===== src/rtl/regfile_pkg.sv =====
// Shared defaults and helpers for the multi-port register file.
// Optional feature macro: REGFILE_MP_BYPASS_EN (same-edge write/scoreboard bypass on reads).
package regfile_pkg;

    localparam int unsigned DefDataW   = 32;
    localparam int unsigned DefAddrW   = 5;
    localparam int unsigned DefRdPorts = 2;
    localparam int unsigned DefWrPorts = 2;
    localparam int unsigned DefMaxPend = 4;

    // Width of a counter able to hold 0..size inclusive.
    function automatic int unsigned cnt_width(input int unsigned size);
        return $clog2(size) + 1;
    endfunction

endpackage


===== src/rtl/regfile_pend.sv =====
// Pending-write scoreboard: one bit per register, set on reservation, cleared on writeback.
// Also keeps the popcount of pending bits and the reservation-ready flag.
module regfile_pend
    import regfile_pkg::*;
#(
    parameter int unsigned ADDR_W   = DefAddrW,
    parameter int unsigned SIZE     = 2 ** ADDR_W,
    parameter int unsigned MAX_PEND = DefMaxPend
) (
    input  logic                         clk,
    input  logic                         rst_n,
    input  logic                         en,
    input  logic                         stall,
    input  logic                         rsv_en,
    input  logic [ADDR_W-1:0]            rsv_addr,
    input  logic [SIZE-1:0]              clr,
    output logic [SIZE-1:0]              pend,
    output logic [SIZE-1:0]              pend_nxt,
    output logic                         rsv_rdy,
    output logic [cnt_width(SIZE)-1:0]   pend_cnt
);

    localparam int unsigned CntW = cnt_width(SIZE);

    logic [SIZE-1:0] pend_q, pend_d, set_vec;
    logic [CntW-1:0] cnt_q, cnt_d;
    logic            rsv_ok;

    // Depends only on the registered count, so there is no path from rsv_en.
    assign rsv_rdy  = (cnt_q < CntW'(MAX_PEND));
    assign pend     = pend_q;
    assign pend_nxt = pend_d;
    assign pend_cnt = cnt_q;

    // Resolve set/clear; a set on the same register as a clear wins (new op issued).
    always_comb begin
        rsv_ok  = en && !stall && rsv_en && (rsv_addr != '0) && rsv_rdy;
        set_vec = '0;
        if (rsv_ok) begin
            set_vec[rsv_addr] = 1'b1;
        end
        pend_d    = (pend_q & ~clr) | set_vec;
        pend_d[0] = 1'b0;
        cnt_d     = '0;
        for (int i = 0; i < int'(SIZE); i++) begin
            cnt_d = cnt_d + CntW'(pend_d[i]);
        end
    end

    // Scoreboard state; frozen while en is low.
    always_ff @(posedge clk) begin
        if (!rst_n) begin
            pend_q <= '0;
            cnt_q  <= '0;
        end else if (en) begin
            pend_q <= pend_d;
            cnt_q  <= cnt_d;
        end
    end

endmodule


===== src/rtl/regfile_mp.sv =====
// Multi-port register file with registered reads, r0 hard-wired to zero and a
// pending-write scoreboard. Define REGFILE_MP_BYPASS_EN to forward same-edge
// writes and scoreboard updates into the read ports.
module regfile_mp
    import regfile_pkg::*;
#(
    parameter int unsigned DATA_W   = DefDataW,
    parameter int unsigned ADDR_W   = DefAddrW,
    parameter int unsigned SIZE     = 2 ** ADDR_W,
    parameter int unsigned RD_PORTS = DefRdPorts,
    parameter int unsigned WR_PORTS = DefWrPorts,
    parameter int unsigned MAX_PEND = DefMaxPend
) (
    input  logic                          clk,
    input  logic                          rst_n,
    input  logic                          en,
    input  logic                          stall,
    input  logic [RD_PORTS*ADDR_W-1:0]    rd_addr,
    output logic [RD_PORTS*DATA_W-1:0]    rd_data,
    output logic [RD_PORTS-1:0]           rd_busy,
    input  logic [WR_PORTS-1:0]           wr_en,
    input  logic [WR_PORTS*ADDR_W-1:0]    wr_addr,
    input  logic [WR_PORTS*DATA_W-1:0]    wr_data,
    input  logic                          rsv_en,
    input  logic [ADDR_W-1:0]             rsv_addr,
    output logic                          rsv_rdy,
    output logic [cnt_width(SIZE)-1:0]    pend_cnt
);

`ifdef REGFILE_MP_BYPASS_EN
    localparam bit Bypass = 1'b1;
`else
    localparam bit Bypass = 1'b0;
`endif

    logic [DATA_W-1:0]          mem_q [SIZE];
    logic [DATA_W-1:0]          mem_d [SIZE];
    logic [SIZE-1:0]            wr_hit;
    logic [SIZE-1:0]            pend, pend_nxt;
    logic [RD_PORTS*DATA_W-1:0] rd_data_q, rd_data_d;
    logic [RD_PORTS-1:0]        rd_busy_q, rd_busy_d;

    regfile_pend #(
        .ADDR_W   (ADDR_W),
        .SIZE     (SIZE),
        .MAX_PEND (MAX_PEND)
    ) u_pend (
        .clk      (clk),
        .rst_n    (rst_n),
        .en       (en),
        .stall    (stall),
        .rsv_en   (rsv_en),
        .rsv_addr (rsv_addr),
        .clr      (wr_hit),
        .pend     (pend),
        .pend_nxt (pend_nxt),
        .rsv_rdy  (rsv_rdy),
        .pend_cnt (pend_cnt)
    );

    // Write-port resolution: later (higher-index) ports overwrite earlier ones.
    always_comb begin
        mem_d  = mem_q;
        wr_hit = '0;
        for (int p = 0; p < int'(WR_PORTS); p++) begin
            if (wr_en[p] && (wr_addr[p*ADDR_W +: ADDR_W] != '0)) begin
                mem_d[wr_addr[p*ADDR_W +: ADDR_W]]  = wr_data[p*DATA_W +: DATA_W];
                wr_hit[wr_addr[p*ADDR_W +: ADDR_W]] = 1'b1;
            end
        end
    end

    // Register array; r0 is never written so it stays zero after reset.
    always_ff @(posedge clk) begin
        if (!rst_n) begin
            mem_q <= '{default: '0};
        end else if (en) begin
            mem_q <= mem_d;
        end
    end

    // Read muxing: bypass selects post-update state, otherwise pre-edge state.
    always_comb begin
        rd_data_d = '0;
        rd_busy_d = '0;
        for (int i = 0; i < int'(RD_PORTS); i++) begin
            if (rd_addr[i*ADDR_W +: ADDR_W] != '0) begin
                rd_data_d[i*DATA_W +: DATA_W] = Bypass ? mem_d[rd_addr[i*ADDR_W +: ADDR_W]]
                                                       : mem_q[rd_addr[i*ADDR_W +: ADDR_W]];
                rd_busy_d[i] = Bypass ? pend_nxt[rd_addr[i*ADDR_W +: ADDR_W]]
                                      : pend[rd_addr[i*ADDR_W +: ADDR_W]];
            end
        end
    end

    // Read registers hold during stall or disable.
    always_ff @(posedge clk) begin
        if (!rst_n) begin
            rd_data_q <= '0;
            rd_busy_q <= '0;
        end else if (en && !stall) begin
            rd_data_q <= rd_data_d;
            rd_busy_q <= rd_busy_d;
        end
    end

    assign rd_data = rd_data_q;
    assign rd_busy = rd_busy_q;

endmodule


===== config.mk =====
export PLATFORM = sky130hd
export DESIGN_NAME = regfile_mp
export DESIGN_NICKNAME = d
export VERILOG_FILES = /design/src/rtl/regfile_pkg.sv /design/src/rtl/regfile_pend.sv /design/src/rtl/regfile_mp.sv
export SDC_FILE = /design/constraint.sdc
export NUM_CORES = 2
export LEC_CHECK = 0
export CORE_ASPECT_RATIO = 1.4
export CORE_MARGIN = 3
export CORE_UTILIZATION = 23
export DETAILED_ROUTE_END_ITERATION = 7
export PLACE_DENSITY = 0.33
export SLEW_MARGIN = 5
export SYNTH_ARGS = -nofsm -noshare
export SYNTH_HDL_FRONTEND = slang
export SYNTH_SLANG_ARGS = --single-unit
export TNS_END_PERCENT = 1

===== constraint.sdc =====
create_clock -name clk -period 10.5 [get_ports clk]
set_input_delay 3.15 -clock clk [delete_from_list [all_inputs] [get_ports clk]]
set_output_delay 3.15 -clock clk [all_outputs]
set_load 0.05 [all_outputs]

# ---- After elaboration in Yosys (flattened, before gate mapping)
# Cells that the tools add are included.
dict set report word_totals {
  reg_bits 1127
}
dict set report op_classes {
  n_addsub 30
  magnitude_cmp 15
  mux 31
  n_bitwise 8
  reduce_logical 17
}
# operator count
set op_table {}
lappend op_table {{$bwmux 1024} 2}
lappend op_table {{$mux 1024} 2}
lappend op_table {{$mux 32} 11}
lappend op_table {{$bmux 32 s5} 2}
lappend op_table {{$demux 32 s5} 2}
lappend op_table {{$add 6x1->6} 29}
lappend op_table {{$or 32x32->32} 2}
lappend op_table {{$and 32x32->32} 1}
lappend op_table {{$not 32->32} 1}
lappend op_table {{$lt 5x6->1 const B} 5}
lappend op_table {{$reduce_bool 5->1} 5}
lappend op_table {{$ge 6x6->1 const B} 4}
lappend op_table {{$not 5->6} 4}
lappend op_table {{$demux 1 s5} 3}
lappend op_table {{$ge 5x1->1 const B} 3}
lappend op_table {{$lt 6x1->1 const B} 2}
lappend op_table {{$logic_and 1x1->1} 11}
lappend op_table {{$bmux 1 s5} 2}
lappend op_table {{$mux 1} 7}
lappend op_table {{$lt 6x3->1 const B} 1}
lappend op_table {{$add 1x1->2} 1}
lappend op_table {{$logic_not 1->1} 1}

# ---- Logic depth before layout (Yosys ltp)
dict set report depth {
  word_depth 40
  depth_mapped 24
  ltp_nobuf 23
}

# ---- By module
# Synthesis repeated with hierarchy kept, for this count alone.
dict set report unflattened {
  cells_unflattened 7894
  hier_area_um2 69803.2
}
# module instances cells_each area_each_um2
set modules_own_cells {}
lappend modules_own_cells {regfile_mp 1 7533 66901.7}
lappend modules_own_cells {regfile_pend 1 361 2901.5}

# ---- Least setup slack after synthesis
# Ideal clock, no wire load.
dict set report synth_path {
  kind {input port to flip-flop}
  startpoint {in en}
  endpoint {reg u_pend.cnt_q[4], in the netlist u_pend.pend_cnt[4]}
  setup_ns 0.070
  t_arrival_ns 8.757
  setup_slack_ns 1.673
  cell_stages 23
  path_buffers 2
  cell_sequence {buf_2 > nor2b_1 > buf_2 > nand3b_1 > nor4_1 > a32o_1 > ha_1 > fa_1 > fa_1 > fa_1 > fa_1 > fa_1 > inv_1 > fa_1 > inv_1 > ha_1 > inv_1 > fa_1 > nor2b_1 > o21a_1 > nor3_1 > nand3b_1 > a21oi_1}
}
dict set report synth_via {
  elab_chain_len 36
}
# element line
set synth_lines {}
lappend synth_lines {{from (decl)} regfile_mp.sv:16} ;# input logic en,
lappend synth_lines {{$logic_and 1x1->1 (4 in series)} regfile_pend.sv:37} ;# rsv_ok = en && !stall && rsv_en && (rsv_addr != '0) && rsv_rdy;
lappend synth_lines {{$mux 32} regfile_pend.sv:39} ;# if (rsv_ok) begin
lappend synth_lines {{$or 32x32->32} regfile_pend.sv:42} ;# pend_d = (pend_q & ~clr) | set_vec;
lappend synth_lines {{via pend_nxt[1]} regfile_mp.sv:39} ;# logic [SIZE-1:0] pend, pend_nxt;
lappend synth_lines {{$add 1x1->2} regfile_pend.sv:46} ;# cnt_d = cnt_d + CntW'(pend_d[i]);
lappend synth_lines {{$add 6x1->6 (29 in series)} regfile_pend.sv:46}
lappend synth_lines {{to (signal assigned)} regfile_pend.sv:57} ;# cnt_q <= cnt_d;
lappend synth_lines {{to (decl)} regfile_pend.sv:26} ;# logic [CntW-1:0] cnt_q, cnt_d;
# The timed path passes the listed nets, and every way through them passes these cells.
# A chain may end at the register's enable or synchronous reset.

# ---- Final worst setup path
dict set report layout_path {
  startpoint {in stall}
  endpoint {reg u_pend.cnt_q[4], in the netlist u_pend.pend_cnt[4]}
}
dict set report layout_via {
  elab_chain_len 37
}
# element line
set layout_lines {}
lappend layout_lines {{from (decl)} regfile_mp.sv:17} ;# input logic stall,
lappend layout_lines {{$logic_not 1->1} regfile_pend.sv:37}
lappend layout_lines {{$logic_and 1x1->1 (4 in series)} regfile_pend.sv:37}
lappend layout_lines {{$mux 32} regfile_pend.sv:39}
lappend layout_lines {{$or 32x32->32} regfile_pend.sv:42}
lappend layout_lines {{via pend_nxt[1]} regfile_mp.sv:39}
lappend layout_lines {{$add 1x1->2} regfile_pend.sv:46}
lappend layout_lines {{$add 6x1->6 (29 in series)} regfile_pend.sv:46}
# The timed path passes the listed nets, and every way through them passes these cells.

==> reports/summary.log <==
INFO  synthesis      postSynthAreaPerCell=9.033um2
INFO  final_layout   post_route_cells_drive_above_1_share=15.54%
INFO  run            maxCapViolCount=0
INFO  power          leakagePower=25.50nW
INFO  sta            slew_headroom=6.310%
INFO  synthesis      synth-edff-count=0
INFO  clock_tree     h-tree-depth=4
INFO  synthesis      ys.warnings.count=0
INFO  synthesis      yosys_register_bits=1,127
INFO  die            fp.dieArea=0.2870mm2
INFO  final_layout   final_common_cell=sky130_fd_sc_hd__dfxtp_1
INFO  final_layout   commonest_cells_after_routing_fill_and_taps_aside=sky130_fd_sc_hd__dfxtp_1 (1,127), sky130_fd_sc_hd__a21oi_1 (1,074), sky130_fd_sc_hd__o22ai_1 (886), sky130_fd_sc_hd__o21ai_0 (827), sky130_fd_sc_hd__mux4_2 (396)
INFO  sta            finalSetupViolations=0
INFO  synthesis      syn-cell-area=0.06453mm2
INFO  sta            setup_repair_after_global_routing_missed_its_margin=no
INFO  power          power.share.switching=30.12%
INFO  sta            worst-slew-pin-transition=1.402ns
INFO  placed_design  finalWeightedCongestion=0.8554
INFO  global_route   grt_pass1_vias=64,830
INFO  worst_setup_path crit_path_end_kind=flip-flop
INFO  die            ioPinCount=169
INFO  worst_setup_path required=11.24ns
INFO  min_path       hp-class=reg2reg
INFO  sta            timing_max_transition_violations_final=0
INFO  placed_design  numPortBuffers=168
INFO  worst_setup_path critical_path_arrival=9.73ns
INFO  worst_setup_path crit_path_start_kind=primary input
INFO  synthesis      synth_top_flop_cell=sky130_fd_sc_hd__dfxtp_1
INFO  worst_setup_path critical_path_fanout_max=6
INFO  sta            layout_worst_path_cycle_share=85.66%
INFO  power          share_comb_of_total_power=12.4%
INFO  power          power_consumption=10.94mW
INFO  final_layout   regArea=0.02256mm2
INFO  sta            hold_viol=0
INFO  clock_tree     clkSlewWorstSetupHoldPaths=0.06ns
INFO  worst_setup_path timing.reg2reg.setup_slack=3.90ns
INFO  detailed_routing drt-vias-per-instance=6.401
INFO  clock_tree     cts.hold.buffers_added=0
INFO  detailed_routing detail-route-antenna-nets=0
INFO  power          internal_power=7.648mW
INFO  die            starting_density_of_the_core=23.17%
INFO  clock_tree     post_cts_resized=0
INFO  die            die_y=632.7um
INFO  worst_setup_path worst-setup-path-type=in2reg
INFO  die            dieWidth=453.7um
INFO  detailed_routing first_pass_iters=6
INFO  synthesis      syn-instance-count=7,144
INFO  global_route   grt_usage=30.21%
INFO  clock_tree     cts.repair_timing.setup_buffer_count=0
INFO  final_layout   final.fill_count=29,660
INFO  final_layout   multi_input_comb_area=0.03847mm2
INFO  clock_tree     cts.root.buffer_cell=sky130_fd_sc_hd__clkbuf_16
INFO  synthesis      syn_nets=7,272
INFO  placed_design  place_hpwl=253,600um
INFO  clock_tree     worstSkewPairLatency=0.87ns
INFO  detailed_routing routed_wirelength=452,100um
INFO  detailed_routing remaining_drc_errors=0
INFO  die            core_area=0.2785mm2
INFO  sta            finalWorstPathRequiredPeriod=8.995ns
INFO  sta            finalClockSkew=0.03702ns
INFO  clock_tree     cts-buffers-inserted=148
INFO  power          sw_pwr=3.296mW
INFO  placed_design  placed_cells=10,280
INFO  clock_tree     tritoncts_num_sinks=1,127
INFO  clock_tree     clockBufferDepth=4
INFO  synthesis      synthArstFlopShare=0%
INFO  final_layout   area_growth_syn_to_layout=15.35%
INFO  power          flop_pwr_share=40.1%
INFO  synthesis      synth_seq_area_share=34.96%
INFO  global_route   grt_antenna_before_repair=44
INFO  die            floorplan.rows=229
INFO  global_route   largest_net_degree_at_the_start_of_global_routing=186
INFO  power          clkPwrFrac=47.5%
INFO  detailed_routing wire_per_inst=42.80um
INFO  detailed_routing via_count=67,610
INFO  power          peakVddDrop=0.0001034V
INFO  detailed_routing drt_iter0_markers=8,491
INFO  final_layout   final-instance-count-excl-fill=10,560
INFO  sta            timing.setup.tns=0ns
INFO  global_route   global_route_wire_length_before_repair=602,100um
INFO  power          powerDensity=147.0mW/mm2
INFO  final_layout   post-route-util=26.73%
INFO  synthesis      synth_cell_types=80
INFO  sta            clock.fmax=111.2MHz
INFO  sta            timing.hold.ws=0.4597ns
INFO  final_layout   num-nets-final=6,863
INFO  clock_tree     tritoncts=done
INFO  status         status=complete, no violations
INFO  global_route   grt-ovfl-total=0
-- path summary, 6_finish.rpt --
check	startpoint	endpoint	depth (start not counted)
worst min register to register	mem_q[1001]	mem_q[1001]	1
worst max-delay path	stall	u_pend.pend_cnt[4]	24
worst max register to register	u_pend.pend_cnt[5]	u_pend.pend_cnt[4]	22
worst min-delay path	mem_q[1001]	mem_q[1001]	1
-- area by class of cell --
class                   instances  share of cell area (%)
well taps                    3696                   6.213
repair buffers                444                   5.283
diodes                         34                  0.1143
inverters                      41                  0.2202
multi-input cells            4973                   51.68
clock buffers                 223                   5.843
clock inverters                24                  0.3412
flip-flops and latches       1127                   30.31
-- critical path, stage by stage --
cell and delay, ns:
sky130_fd_sc_hd__clkdlybuf4s50_1 0.48, sky130_fd_sc_hd__nor2b_2 0.48, sky130_fd_sc_hd__buf_4 0.24, sky130_fd_sc_hd__nand3b_1 0.09, sky130_fd_sc_hd__nor4_1 0.32, sky130_fd_sc_hd__buf_4 0.24, sky130_fd_sc_hd__a32o_1 0.15, sky130_fd_sc_hd__ha_1 0.24
sky130_fd_sc_hd__fa_1 0.55, sky130_fd_sc_hd__fa_1 0.46, sky130_fd_sc_hd__fa_1 0.51, sky130_fd_sc_hd__fa_1 0.45, sky130_fd_sc_hd__fa_1 0.49, sky130_fd_sc_hd__inv_1 0.05, sky130_fd_sc_hd__fa_1 0.44, sky130_fd_sc_hd__inv_1 0.08
sky130_fd_sc_hd__ha_1 0.16, sky130_fd_sc_hd__inv_1 0.06, sky130_fd_sc_hd__fa_1 0.45, sky130_fd_sc_hd__nor2b_1 0.13, sky130_fd_sc_hd__o21a_1 0.14, sky130_fd_sc_hd__nor3_1 0.04, sky130_fd_sc_hd__nand3b_1 0.15, sky130_fd_sc_hd__a21oi_1 0.17
-- synthesized netlist by cell type, types with 7 or more instances --
master / n / area (um2)
sky130_fd_sc_hd__dfxtp_1: 1127 / 22560
sky130_fd_sc_hd__a21oi_1: 1074 / 5375
sky130_fd_sc_hd__o22ai_1: 886 / 5543
sky130_fd_sc_hd__o21ai_0: 827 / 4139
sky130_fd_sc_hd__clkbuf_1: 740 / 2778
sky130_fd_sc_hd__mux4_2: 396 / 8919
sky130_fd_sc_hd__mux2i_1: 289 / 2893
sky130_fd_sc_hd__nand2_1: 190 / 713.2
sky130_fd_sc_hd__nand2b_1: 147 / 919.6
sky130_fd_sc_hd__a221o_1: 129 / 1291
sky130_fd_sc_hd__o211ai_1: 129 / 968.4
sky130_fd_sc_hd__buf_1: 108 / 405.4
sky130_fd_sc_hd__o21ai_1: 106 / 530.5
sky130_fd_sc_hd__buf_2: 99 / 495.5
sky130_fd_sc_hd__nor2_1: 83 / 311.6
sky130_fd_sc_hd__o221ai_1: 79 / 691.9
sky130_fd_sc_hd__nand3_1: 48 / 240.2
sky130_fd_sc_hd__a22oi_1: 42 / 315.3
sky130_fd_sc_hd__and2_1: 42 / 262.8
sky130_fd_sc_hd__o32ai_1: 41 / 359.1
sky130_fd_sc_hd__buf_4: 38 / 285.3
sky130_fd_sc_hd__inv_1: 38 / 142.6
sky130_fd_sc_hd__a32o_1: 34 / 340.3
sky130_fd_sc_hd__nor2b_1: 32 / 200.2
sky130_fd_sc_hd__o211a_1: 32 / 320.3
sky130_fd_sc_hd__a21o_1: 31 / 232.7
sky130_fd_sc_hd__mux2_2: 28 / 315.3
sky130_fd_sc_hd__o21bai_1: 28 / 210.2
sky130_fd_sc_hd__o31ai_1: 28 / 210.2
sky130_fd_sc_hd__a21boi_1: 26 / 195.2
sky130_fd_sc_hd__a22o_1: 26 / 227.7
sky130_fd_sc_hd__fa_1: 23 / 460.4
sky130_fd_sc_hd__a221oi_1: 20 / 175.2
sky130_fd_sc_hd__a211o_1: 17 / 148.9
sky130_fd_sc_hd__buf_6: 16 / 180.2
sky130_fd_sc_hd__a31oi_1: 14 / 87.58
sky130_fd_sc_hd__o21a_1: 14 / 105.1
sky130_fd_sc_hd__nor3_1: 10 / 50.05
sky130_fd_sc_hd__ha_1: 9 / 112.6
sky130_fd_sc_hd__a211oi_1: 7 / 52.55
sky130_fd_sc_hd__nand4_1: 7 / 43.79
-- power by group through the flow --
stage	combinational, mW	sequential [mW]	clock [mW]
floorplan	0.710	4.49	0
detailed placement	1.32	4.49	0
global placement	1.32	4.49	0
finish	1.35	4.39	5.20
CTS	1.32	4.39	5.27
global route	1.37	4.40	5.40
-- routing by layer --
layer | up-vias | track usage, % | routed length (um)
li1 | 27130 | - | -
met1 | 35100 | 36.89 | 177000
met2 | 4178 | 47.63 | 207600
met3 | 1184 | 6.720 | 35690
met4 | 26 | 19.83 | 31690
met5 | - | 0 | 169
-- sequential cells by signal (all words and copies together), names as in the netlist --
name	count
mem_q	1024
rd_data	64
u_pend.pend	31
u_pend.pend_cnt	6
rd_busy	2
-- stage by stage --
stage          setup WS (ns)  cell area [um2]
3_3_place_gp          0.6588            69730
4_1_cts                1.492            74340
2_1_floorplan          1.673            64530
3_5_place_dp          0.7066            69730
6_report               1.505            74440
5_1_grt                1.280            74360
-- logic make-up (layout without fill, tap and decap cells) --
family | after synthesis | in the layout | share of synthesized area [%]
AO/OA/AOI/OAI | 3618 | 3618 | 33.75
flip-flops | 1127 | 1127 | 34.96
buffers and inverters | 1044 | 732 | 6.676
multiplexers | 713 | 713 | 18.79
AND/OR/NAND/NOR | 608 | 608 | 4.908
adder cells (fa/ha/maj) | 32 | 32 | 0.8880
XOR/XNOR | 2 | 2 | 0.02715
other | 0 | 34 | 0
(Power assumes the default switching activity.)
